--- src/rtl/fifo_ctrl_if.sv ---
// FIFO controller handshake/status bundle between producer/consumer and the controller.
// Latency: n/a (signal grouping only).
// Backpressure: producer watches full/wr_en, consumer watches empty.
interface fifo_ctrl_if #(
  parameter int ADDR_WIDTH = 2
);
  logic                  wr;
  logic                  rd;
  logic                  wr_en;
  logic [ADDR_WIDTH-1:0] w_addr;
  logic [ADDR_WIDTH-1:0] r_addr;
  logic                  empty;
  logic                  full;
  logic [ADDR_WIDTH:0]   count;
  logic                  overflow;
  logic                  underflow;

  // Producer/consumer side: issues push/pop requests, observes status.
  modport master (
    output wr, rd,
    input  wr_en, w_addr, r_addr, empty, full, count, overflow, underflow
  );

  // Controller side.
  modport slave (
    input  wr, rd,
    output wr_en, w_addr, r_addr, empty, full, count, overflow, underflow
  );
endinterface

--- src/rtl/fifo_ctrl.sv ---
// Pointer/flag controller turning a 2^ADDR_WIDTH register file into a synchronous FIFO.
// Latency: pointers/flags/count update on the edge that accepts a push/pop; head data is read combinationally.
// Backpressure: pushes rejected while full (unless a pop frees the slot that cycle), pops rejected while empty; rejects pulse overflow/underflow.
module fifo_ctrl #(
  parameter int ADDR_WIDTH = 2
) (
  input  logic        clk,
  input  logic        reset,
  fifo_ctrl_if.slave  bus
);

  localparam int unsigned DEPTH = 1 << ADDR_WIDTH;
  localparam logic [ADDR_WIDTH:0] COUNT_MAX = (ADDR_WIDTH+1)'(DEPTH);

  logic [ADDR_WIDTH-1:0] w_ptr_q, w_ptr_d;
  logic [ADDR_WIDTH-1:0] r_ptr_q, r_ptr_d;
  logic [ADDR_WIDTH:0]   count_q, count_d;
  logic                  empty_q, empty_d;
  logic                  full_q, full_d;
  logic                  ovf_q, ovf_d;
  logic                  udf_q, udf_d;
  logic                  push, pop;

  // Next-state: accept decisions, pointer/count advance, flags from next count.
  always_comb begin
    // A push while full is still accepted when a pop frees the head slot in
    // the same cycle; the write then lands in the slot being vacated, so the
    // register-file write must be enabled for that case too.
    push    = bus.wr & (~full_q | bus.rd);
    pop     = bus.rd & ~empty_q;
    w_ptr_d = w_ptr_q + ADDR_WIDTH'(push);
    r_ptr_d = r_ptr_q + ADDR_WIDTH'(pop);
    count_d = count_q;
    case ({push, pop})
      2'b10:   count_d = count_q + (ADDR_WIDTH+1)'(1);
      2'b01:   count_d = count_q - (ADDR_WIDTH+1)'(1);
      default: count_d = count_q;
    endcase
    empty_d = (count_d == '0);
    full_d  = (count_d == COUNT_MAX);
    ovf_d   = bus.wr & ~push;
    udf_d   = bus.rd & ~pop;
  end

  // State registers; asynchronous reset returns the FIFO to empty.
  always_ff @(posedge clk or posedge reset) begin
    if (reset) begin
      w_ptr_q <= '0;
      r_ptr_q <= '0;
      count_q <= '0;
      empty_q <= 1'b1;
      full_q  <= 1'b0;
      ovf_q   <= 1'b0;
      udf_q   <= 1'b0;
    end else begin
      w_ptr_q <= w_ptr_d;
      r_ptr_q <= r_ptr_d;
      count_q <= count_d;
      empty_q <= empty_d;
      full_q  <= full_d;
      ovf_q   <= ovf_d;
      udf_q   <= udf_d;
    end
  end

  assign bus.wr_en     = push;
  assign bus.w_addr    = w_ptr_q;
  assign bus.r_addr    = r_ptr_q;
  assign bus.count     = count_q;
  assign bus.empty     = empty_q;
  assign bus.full      = full_q;
  assign bus.overflow  = ovf_q;
  assign bus.underflow = udf_q;

endmodule
--- src/flat_wrapper.sv ---
// flat-port wrapper written by rule: the top's interface ports become plain ports
module fifo_ctrl_flat 
#(
  parameter int ADDR_WIDTH = 2
)
  (clk, reset, bus_wr, bus_rd, bus_wr_en, bus_w_addr, bus_r_addr, bus_empty, bus_full, bus_count, bus_overflow, bus_underflow);
  fifo_ctrl_if #(.ADDR_WIDTH(ADDR_WIDTH)) bus_i ();
  input  logic clk;
  input  logic reset;
  input wire logic [$bits(bus_i.wr)-1:0] bus_wr;
  input wire logic [$bits(bus_i.rd)-1:0] bus_rd;
  output wire logic [$bits(bus_i.wr_en)-1:0] bus_wr_en;
  output wire logic [$bits(bus_i.w_addr)-1:0] bus_w_addr;
  output wire logic [$bits(bus_i.r_addr)-1:0] bus_r_addr;
  output wire logic [$bits(bus_i.empty)-1:0] bus_empty;
  output wire logic [$bits(bus_i.full)-1:0] bus_full;
  output wire logic [$bits(bus_i.count)-1:0] bus_count;
  output wire logic [$bits(bus_i.overflow)-1:0] bus_overflow;
  output wire logic [$bits(bus_i.underflow)-1:0] bus_underflow;
  assign bus_i.wr = bus_wr;
  assign bus_i.rd = bus_rd;
  assign bus_wr_en = bus_i.wr_en;
  assign bus_w_addr = bus_i.w_addr;
  assign bus_r_addr = bus_i.r_addr;
  assign bus_empty = bus_i.empty;
  assign bus_full = bus_i.full;
  assign bus_count = bus_i.count;
  assign bus_overflow = bus_i.overflow;
  assign bus_underflow = bus_i.underflow;
  fifo_ctrl #(.ADDR_WIDTH(ADDR_WIDTH)) u_core (.clk(clk), .reset(reset), .bus(bus_i));
endmodule
--- config.mk ---
export PLATFORM = sky130hd
export DESIGN_NAME = fifo_ctrl_flat
export DESIGN_NICKNAME = d
export VERILOG_FILES = /design/src/rtl/fifo_ctrl_if.sv /design/src/rtl/fifo_ctrl.sv /design/src/flat_wrapper.sv
export SDC_FILE = /design/constraint.sdc
export NUM_CORES = 1
export LEC_CHECK = 0
export CAP_MARGIN = 10
export CORE_AREA = 2 2 39 41
export DETAILED_ROUTE_END_ITERATION = 8
export DIE_AREA = 0 0 41 43
export PLACE_DENSITY_LB_ADDON = 0.1
export SLEW_MARGIN = 0
export SYNTH_ARGS = -nofsm -noshare
export SYNTH_HDL_FRONTEND = slang
export SYNTH_SLANG_ARGS = --single-unit
--- constraint.sdc ---
create_clock -name clk -period 4.1 [get_ports clk]
set_clock_uncertainty 0.1 [all_clocks]
set_input_delay 0.82 -clock clk [delete_from_list [all_inputs] [get_ports clk]]
set_output_delay 0.82 -clock clk [all_outputs]
set_load 0.05 [all_outputs]
# Word level (Yosys, flattened, before mapping)
# Index checks and enable logic that the tools add are counted.
totals:
  regBits: 11
  latch_bits: 0
  mem_bits_rw: 0
  romBits: 0
  in_bits: 4
  memories: 0
op_classes:
  n_addsub: 4
  mul: 0
  n_div: 0
  magnitude_cmp: 0
  n_eq_ne: 3
  shifts: 0
  n_mux: 1
  n_bitwise: 9
  reduce_logical: 1
ops:
  columns: ["op", "count"]
  rows:
  - ["$pmux 3 s2", 1]
  - ["$add 2x1->2", 2]
  - ["$and 1x1->1", 4]
  - ["$not 1->1", 4]
  - ["$add 3x1->3 const B", 1]
  - ["$eq 3x3->1 const B", 1]
  - ["$logic_not 3->1", 1]
  - ["$sub 3x1->3 const B", 1]
  - ["$eq 2x1->1 const B", 1]
  - ["$eq 2x2->1 const B", 1]
  - ["$or 1x1->1", 1]

# Logic depth before layout (Yosys ltp)
# Gate-level depths: netlist (run 1).
depth:
  ltp_word: 6
  mapped_depth: 7

# Worst setup path after synthesis (run 1)
# OpenSTA, ideal clock, no wires.
synth_path:
  path_kind: "input to register"
  startpoint: "in bus_rd"
  endpoint: "reg u_core.full_q (netlist: u_core.bus.full)"
  setup_time_ns: 0.120
  t_arrival_ns: 2.154
  setup_slack_ns: 1.726
  path_stages: 7
  n_path_buf: 0
  path_cell_list: "nand2b_1 > nand2_1 > ha_1 > fa_1 > xnor2_1 > xnor2_1 > a31o_2"
synth_via:
  elab_chain_cells: 5
  elab_cells_between_ends: 7
  classes_between: "eq/ne (3); mux (1); bitwise (3)"
synth_lines:
  columns: ["item", "line_no", "rtl"]
  rows:
  - ["start: declaration", "flat_wrapper.sv:11", "input wire logic [$bits(bus_i.rd)-1:0] bus_rd;"]
  - ["$or 1x1->1", "fifo_ctrl.sv:29", "push = bus.wr & (~full_q | bus.rd);"]
  - ["$and 1x1->1", "fifo_ctrl.sv:29", null]
  - ["$eq 2x1->1 / $eq 2x2->1 (equally long branches)", "fifo_ctrl.sv:34", "case ({push, pop})"]
  - ["$pmux 3 s2 (*)", "fifo_ctrl.sv:34", null]
  - ["$eq 3x3->1 (*)", "fifo_ctrl.sv:40", "full_d = (count_d == COUNT_MAX);"]
  - ["named net u_core.full_d", "fifo_ctrl.sv:19", "logic full_q, full_d;"]
  - ["end signal: assignment", "fifo_ctrl.sv:60", "full_q <= full_d;"]
  - ["end: declaration", "fifo_ctrl.sv:19", null]
# The timed path passes the listed nets; every way through them passes the cells marked *.

# Worst setup path after layout (run 1)
layout_path:
  startpoint: "in bus_rd"
  endpoint: "out bus_wr_en"
layout_via:
  elab_chain_cells: 2
layout_lines:
  columns: ["item", "line_no", "rtl"]
  rows:
  - ["$or 1x1->1", "fifo_ctrl.sv:29", null]
  - ["$and 1x1->1", "fifo_ctrl.sv:29", null]
  - ["end: declaration", "flat_wrapper.sv:12", "output wire logic [$bits(bus_i.wr_en)-1:0] bus_wr_en;"]
# Every way passes these cells.

==> impl_metrics.json, run 1 <==
{
  "die-area_mm2": 0.00176,
  "hold_class": "flip-flop to flip-flop",
  "syn_nets": 46,
  "ys_warn_count": 0,
  "timing.slew.headroom_pct": 66.7,
  "synth_area_um2": 478,
  "cts_setup_buffers": 0,
  "clockBufferDepth": 2,
  "grtUsageTotal_pct": 11.2,
  "fmax_mhz": 303,
  "yosysSeqAreaShare_pct": 57.9,
  "antenna_found_initial": 0,
  "syn_inst": 38,
  "drc": 0,
  "postCtsHoldBufs": 0,
  "min_period_over_period_pct": 80.6,
  "required_ns": 3.18,
  "drive_above_1_share_pct": 10.5,
  "die_y_um": 43,
  "place_ws_ns": 0.784,
  "fillers": 125,
  "final_cell_mix": "clkdlybuf4s50_1, dfrtp_1, xnor2_1, inv_1, nor2_1",
  "synth_seq_cells": 11,
  "hpwl_um": 643,
  "syn2layout_area_growth_pct": 41.1,
  "critPathKind": "input pin to output port",
  "drv_cap": 0,
  "status": "finished clean",
  "tns_ns": 0,
  "final_nets": 66,
  "grt_overflow": 0,
  "final_max_slew_viol_count": 0,
  "placed_cells": 69,
  "num_vias": 324,
  "mostFrequentLayoutCell": "clkdlybuf4s50_1",
  "setup_viol": 0,
  "numPortBuffers": 15,
  "clock-root-buffer": "clkbuf_4",
  "drtIter0Drc": 0,
  "holdPathStages": 1,
  "coreArea_mm2": 0.00138,
  "synthDistinctLibCells": 16,
  "setup_ws_ns": 0.796,
  "grt_pass1_vias": 326,
  "synth_area_per_cell_um2": 12.6,
  "rsz0062_at_grt": "no",
  "numCtsBuffers": 3,
  "drt-vias-per-instance": 4.44,
  "cts.sinks": 11,
  "routedWlPerCell_um": 10.8,
  "cts_tree": "yes",
  "critPathCaptureType": "output port",
  "h-tree-depth": 1,
  "worstPathArrival_ns": 2.38,
  "min_period_ns": 3.30,
  "die-width_um": 41,
  "detail-route-antenna-nets": 0,
  "post_cts_resized": 0,
  "totalWireLength_um": 787,
  "grt_max_degree": 12,
  "ioPinCount": 16,
  "hold_viol": 0,
  "reg2reg_depth": 6,
  "tightest_slew_ns": 0.497,
  "drt-pass1-iter-count": 1,
  "instances_no_fill": 73,
  "gp_congestion": 0.668,
  "rows": 14,
  "antenna_cells": 0,
  "path_clk_slew_ns": 0.07,
  "start_util_pct": 34.5,
  "grt_pass1_wl_mm": 1.26,
  "start_kind": "input pin",
  "cp_max_fo": 3,
  "clk_latency_ns": 0.26
}
[cell usage after synthesis]
master	instances	share of area (%)
dfrtp_1	10	52
inv_1	4	3.1
nor2_1	4	3.1
xnor2_1	4	7.3
ha_1	3	7.9
nand2_1	2	1.6
xor2_1	2	3.7
a31o_2	1	1.8
and2_1	1	1.3
dfstp_2	1	5.5
fa_1	1	4.2
mux2_2	1	2.4
nand2b_1	1	1.3
nor2b_1	1	1.3
o22ai_1	1	1.3
or3b_1	1	1.8
[metal layers]
metal | routed length [µm] | part of all wire, % | track usage [%] | up-vias
li1 | - | - | - | 157
met2 | 408 | 52 | 17.5 | 11
met5 | 0 | 0 | 0 | -
met3 | 74 | 9.4 | 3.66 | 0
met1 | 303 | 39 | 10.8 | 156
met4 | 0 | 0 | 10.0 | 0
[flip-flops by register name (all words and copies together), names as in the netlist]
name / flops
u_core.bus.w_addr: 2
u_core.bus.overflow: 1
u_core.bus.empty: 1
u_core.bus.r_addr: 2
u_core.bus.count: 3
u_core.bus.underflow: 1
u_core.bus.full: 1
[final cells by class]
cell class	count	area, µm²	area share [%]
sequential	11	277	41.0
multi-input combinational	23	186	27.6
timing repair buffer	15	150	22.3
clock buffer	4	26.3	3.90
tap	16	20.0	2.97
inverter	4	15.0	2.23
[final timing paths]
| path | startpoint | end | slack [ns] |
|---|---|---|---|
| worst max register to register | u_core.bus.empty | u_core.bus.full | 2.09 |
| worst max-delay path | bus_rd | bus_wr_en | 0.80 |
| worst min-delay path | u_core.bus.r_addr[1] | u_core.bus.r_addr[1] | 0.36 |
| worst min register to register | u_core.bus.r_addr[1] | u_core.bus.r_addr[1] | 0.36 |
| max in group asynchronous | reset | u_core.bus.empty | 2.84 |
| min in group asynchronous | reset | u_core.bus.r_addr[1] | 0.74 |
[stage by stage]
stage | hold WS (ns) | utilization, % | cell area, µm²
3_3_place_gp | 0.351 | 46.8 | 648
2_1_floorplan | 0.564 | - | 478
6_report | 0.362 | 48.7 | 674
5_1_grt | 0.402 | 48.7 | 674
4_1_cts | 0.366 | 48.7 | 674
3_5_place_dp | 0.353 | 46.8 | 648
[critical path: stages]
cell             delay (ns)
clkdlybuf4s50_1        0.48
nand2b_1               0.13
nand2_1                0.08
inv_1                  0.07
clkdlybuf4s50_1        0.80
[logic make-up (layout without fill, tap and decap cells)]
group                    after synthesis  after routing  synth area share [%]
AO/OA/AOI/OAI                          2              2                  3.14
XOR/XNOR                               6              6                  11.0
adder cells (fa/ha/maj)                4              4                  12.0
buffers and inverters                  4             23                  3.14
flip-flops                            11             11                  57.9
multiplexers                           1              1                  2.36
AND/OR/NAND/NOR                       10             10                  10.5
Power of run 1 is left out: the tool's default activity adds up to more than one toggle a clock period on the data nets, which glitch-free logic cannot reach.
==> run 2, diff against run 1 <==
clock period = 3.1 ns   (was 4.1 ns; I/O delays follow)
==> impl_metrics.json, run 2 (synthesis results as in run 1) <==
{
  "grt_pass1_vias": 363,
  "start_util_pct": 34.5,
  "drc": 0,
  "cpMaxStageDelayCell": "clkdlybuf4s50_1",
  "syn2layout_area_growth_pct": 40.6,
  "multiInputGateArea_um2": 186,
  "cp_max_fo": 3,
  "detail-route-antenna-nets": 0,
  "clockBufferDepth": 2,
  "cp_common_cell": "xnor2_1",
  "drt-vias-per-instance": 4.48,
  "clk_latency_ns": 0.26,
  "numPortBuffers": 15,
  "worstPathArrival_ns": 2.56,
  "drt-pass1-iter-count": 1,
  "setup_ws_ns": 0.604,
  "critPathKind": "input pin to flip-flop",
  "rows": 14,
  "place_ws_ns": 0.317,
  "grt_max_degree": 12,
  "postCtsHoldBufs": 0,
  "totalWireLength_um": 835,
  "required_ns": 3.16,
  "critPathCaptureType": "flip-flop",
  "cts_setup_buffers": 0,
  "largest_reg_flops": 3,
  "grtUsageTotal_pct": 12.0,
  "final_cell_mix": "clkdlybuf4s50_1, dfrtp_1, xnor2_1, inv_1, nor2_1",
  "antenna_found_initial": 0,
  "start_kind": "input pin",
  "ioPinCount": 16,
  "path_delay_family": "adder cells",
  "antenna_cells": 0,
  "critPathMaxStageDelay_ns": 0.48,
  "hold_class": "flip-flop to flip-flop",
  "num_vias": 327,
  "final_util_pct": 48.6,
  "min_period_ns": 2.50,
  "hpwl_um": 665,
  "hold_viol": 0,
  "cts.sinks": 11,
  "final_max_slew_viol_count": 0,
  "fillers": 133,
  "tns_ns": 0,
  "crit_chain": "clkdlybuf4s50_1, nand2b_1, nand2_1, ha_1, fa_1, xnor2_1, xnor2_1, a31o_2",
  "cts_tree": "yes",
  "drive_above_1_share_pct": 12.3,
  "grt_pass1_wl_mm": 1.38,
  "final_nets": 66,
  "timing.slew.headroom_pct": 67.0,
  "setup_viol": 0,
  "rsz0062_at_grt": "no",
  "post_cts_resized": 0,
  "fmax_mhz": 401,
  "cp_num_buf_inv": 1,
  "gp_congestion": 0.688,
  "routedWlPerCell_um": 11.4,
  "die_y_um": 43,
  "status": "finished clean",
  "path_clk_slew_ns": 0.07,
  "die-area_mm2": 0.00176,
  "drtIter0Drc": 0,
  "drv_cap": 0,
  "min_period_over_period_pct": 80.5,
  "clock-root-buffer": "clkbuf_4",
  "coreArea_mm2": 0.00138,
  "mostFrequentLayoutCell": "clkdlybuf4s50_1",
  "tightest_slew_ns": 0.493,
  "regArea_um2": 277,
  "numCtsBuffers": 3,
  "grt_overflow": 0,
  "h-tree-depth": 1,
  "die-width_um": 41
}
[run 2: cell types whose count changed in the layout (fill, tap and decap cells not counted)]
cell	delta
buf_4	+1
clkdlybuf4s50_1	-1
[run 2: through the flow]
| step | cell area [µm²] | instances | hold slack, ns |
|---|---|---|---|
| after global routing | 672 | 73 | 0.395 |
| after detailed placement | 646 | 69 | 0.364 |
| after global placement | 646 | 69 | 0.351 |
| final | 672 | 73 | 0.368 |
| after CTS | 672 | 73 | 0.377 |
| after floorplan | 478 | 38 | 0.372 |
[run 2: final cells by class]
type	instances	share of cell area, %
sequential	11	41.2
tap	16	2.98
multi-input combinational	23	27.7
clock buffer	4	3.91
timing repair buffer	15	22.0
inverter	4	2.23
[run 2: layer usage]
metal	global-route usage (%)	vias to the layer above	wire [µm]
met2	20.9	13	430
met5	0	-	0
li1	-	157	-
met4	8.00	0	15
met3	3.14	2	58
met1	11.2	155	330
[run 2: path summary, 6_finish.rpt]
path | end | startpoint | slack [ns] | cells after the start
max | u_core.bus.full | bus_rd | 0.60 | 8
min | u_core.bus.r_addr[1] | u_core.bus.r_addr[1] | 0.37 | 1
max reg2reg | u_core.bus.full | u_core.bus.empty | 1.08 | 6
min reg2reg | u_core.bus.r_addr[1] | u_core.bus.r_addr[1] | 0.37 | 1
max in group asynchronous | u_core.bus.empty | reset | 2.02 | 2
min in group asynchronous | u_core.bus.r_addr[0] | reset | 0.55 | 2
[run 2: worst reg2reg max path: stages, from the launching register on]
cell	delay, ns
dfstp_2	0.54
nor2b_1	0.06
ha_1	0.22
fa_1	0.39
xnor2_1	0.24
xnor2_1	0.12
a31o_2	0.25
Power of run 2 is left out for the same reason.
==> run 3, diff against run 2 <==
clock period = 2.6 ns   (was 3.1 ns; I/O delays follow)
==> impl_metrics.json, run 3 (synthesis results as in run 1) <==
{
  "final_util_pct": 50.5,
  "reg2reg_depth": 6,
  "cts.sinks": 11,
  "totalWireLength_um": 796,
  "final_cell_mix": "clkdlybuf4s50_1, dfrtp_1, xnor2_1, inv_1, nor2_1",
  "grt_max_degree": 12,
  "grt_pass1_wl_mm": 1.41,
  "routedWlPerCell_um": 10.6,
  "grt_pass1_vias": 358,
  "coreArea_mm2": 0.00138,
  "grt_overflow": 0,
  "start_kind": "input pin",
  "drv_cap": 0,
  "hpwl_um": 646,
  "drtIter0Drc": 0,
  "holdPathEnd": "u_core.bus.r_addr[1]",
  "setup_viol": 0,
  "holdPathStages": 1,
  "mostFrequentLayoutCell": "clkdlybuf4s50_1",
  "cts_setup_buffers": 0,
  "hp-start": "u_core.bus.r_addr[1]",
  "h-tree-depth": 1,
  "grtUsageTotal_pct": 12.5,
  "met2_length_um": 442,
  "postCtsHoldBufs": 0,
  "cp_max_fo": 3,
  "tightest_slew_ns": 0.500,
  "fmax_mhz": 424,
  "worstPathArrival_ns": 2.41,
  "r2r_start": "u_core.bus.empty",
  "start_util_pct": 34.5,
  "numCtsBuffers": 3,
  "min_period_ns": 2.36,
  "hold_viol": 0,
  "numPortBuffers": 15,
  "cts_tree": "yes",
  "die-width_um": 41,
  "post_cts_resized": 0,
  "final_nets": 68,
  "largest_reg_flops": 3,
  "timing.slew.headroom_pct": 66.6,
  "wl_met3_um": 71,
  "drc": 0,
  "gp_congestion": 0.686,
  "drt-pass1-iter-count": 1,
  "clockBufferDepth": 2,
  "final_max_slew_viol_count": 0,
  "hold_class": "flip-flop to flip-flop",
  "rsz0062_at_grt": "no",
  "drt-vias-per-instance": 4.32,
  "detail-route-antenna-nets": 0,
  "critPathCaptureType": "flip-flop",
  "drive_above_1_share_pct": 15.3,
  "worstReg2RegEnd": "u_core.bus.full",
  "tns_ns": 0,
  "num_vias": 324,
  "antenna_found_initial": 0,
  "die_y_um": 43,
  "clock-root-buffer": "clkbuf_4",
  "die-area_mm2": 0.00176,
  "rows": 14,
  "status": "finished clean",
  "clk_latency_ns": 0.26,
  "antenna_cells": 0,
  "highest_layer": "met4",
  "path_clk_slew_ns": 0.07,
  "wl_met1_um": 272,
  "required_ns": 2.66,
  "min_period_over_period_pct": 90.6,
  "r2r_setup_slack_ns": 0.60,
  "ioPinCount": 16,
  "critPathKind": "input pin to flip-flop",
  "syn2layout_area_growth_pct": 46.3
}
## run 3: final cells by class
| type | instances | area, µm² |
|---|---|---|
| sequential | 11 | 277 |
| multi-input combinational | 23 | 186 |
| tap | 16 | 20.0 |
| fill | 127 | 684 |
| timing repair buffer | 17 | 175 |
| inverter | 4 | 15.0 |
| clock buffer | 4 | 26.3 |
## run 3: worst max-delay path by stage
stage	from	endpoint	cells past startpoint
after CTS	bus_rd	u_core.bus.full	8
after floorplan	u_core.bus.full	u_core.bus.full	7
after global placement	bus_rd	u_core.bus.full	8
after global routing	bus_rd	u_core.bus.full	8
after detailed placement	bus_rd	u_core.bus.full	8
final	bus_rd	u_core.bus.full	8
## run 3: stage by stage
step | setup slack, ns | hold WS, ns | instance area, µm² | instances
after CTS | 0.226 | 0.377 | 699 | 75
after detailed placement | -0.0575 | 0.364 | 673 | 71
after global placement | -0.0170 | 0.351 | 673 | 71
after floorplan | 0.438 | 0.272 | 478 | 38
final | 0.243 | 0.366 | 699 | 75
after global routing | 0.163 | 0.396 | 699 | 75
## run 3: worst max-delay path, cell delays in order
cell             delay, ns
clkdlybuf4s50_1       0.48
nand2b_1              0.13
nand2_1               0.08
ha_1                  0.22
fa_1                  0.38
xnor2_1               0.24
xnor2_1               0.12
a31o_2                0.25
## run 3: routing by layer
metal	vias to the layer above	global-route usage, %
met5	-	0
met4	0	10.0
li1	161	-
met3	2	3.66
met2	11	20.6
met1	150	11.6
Power of run 3 is left out for the same reason.
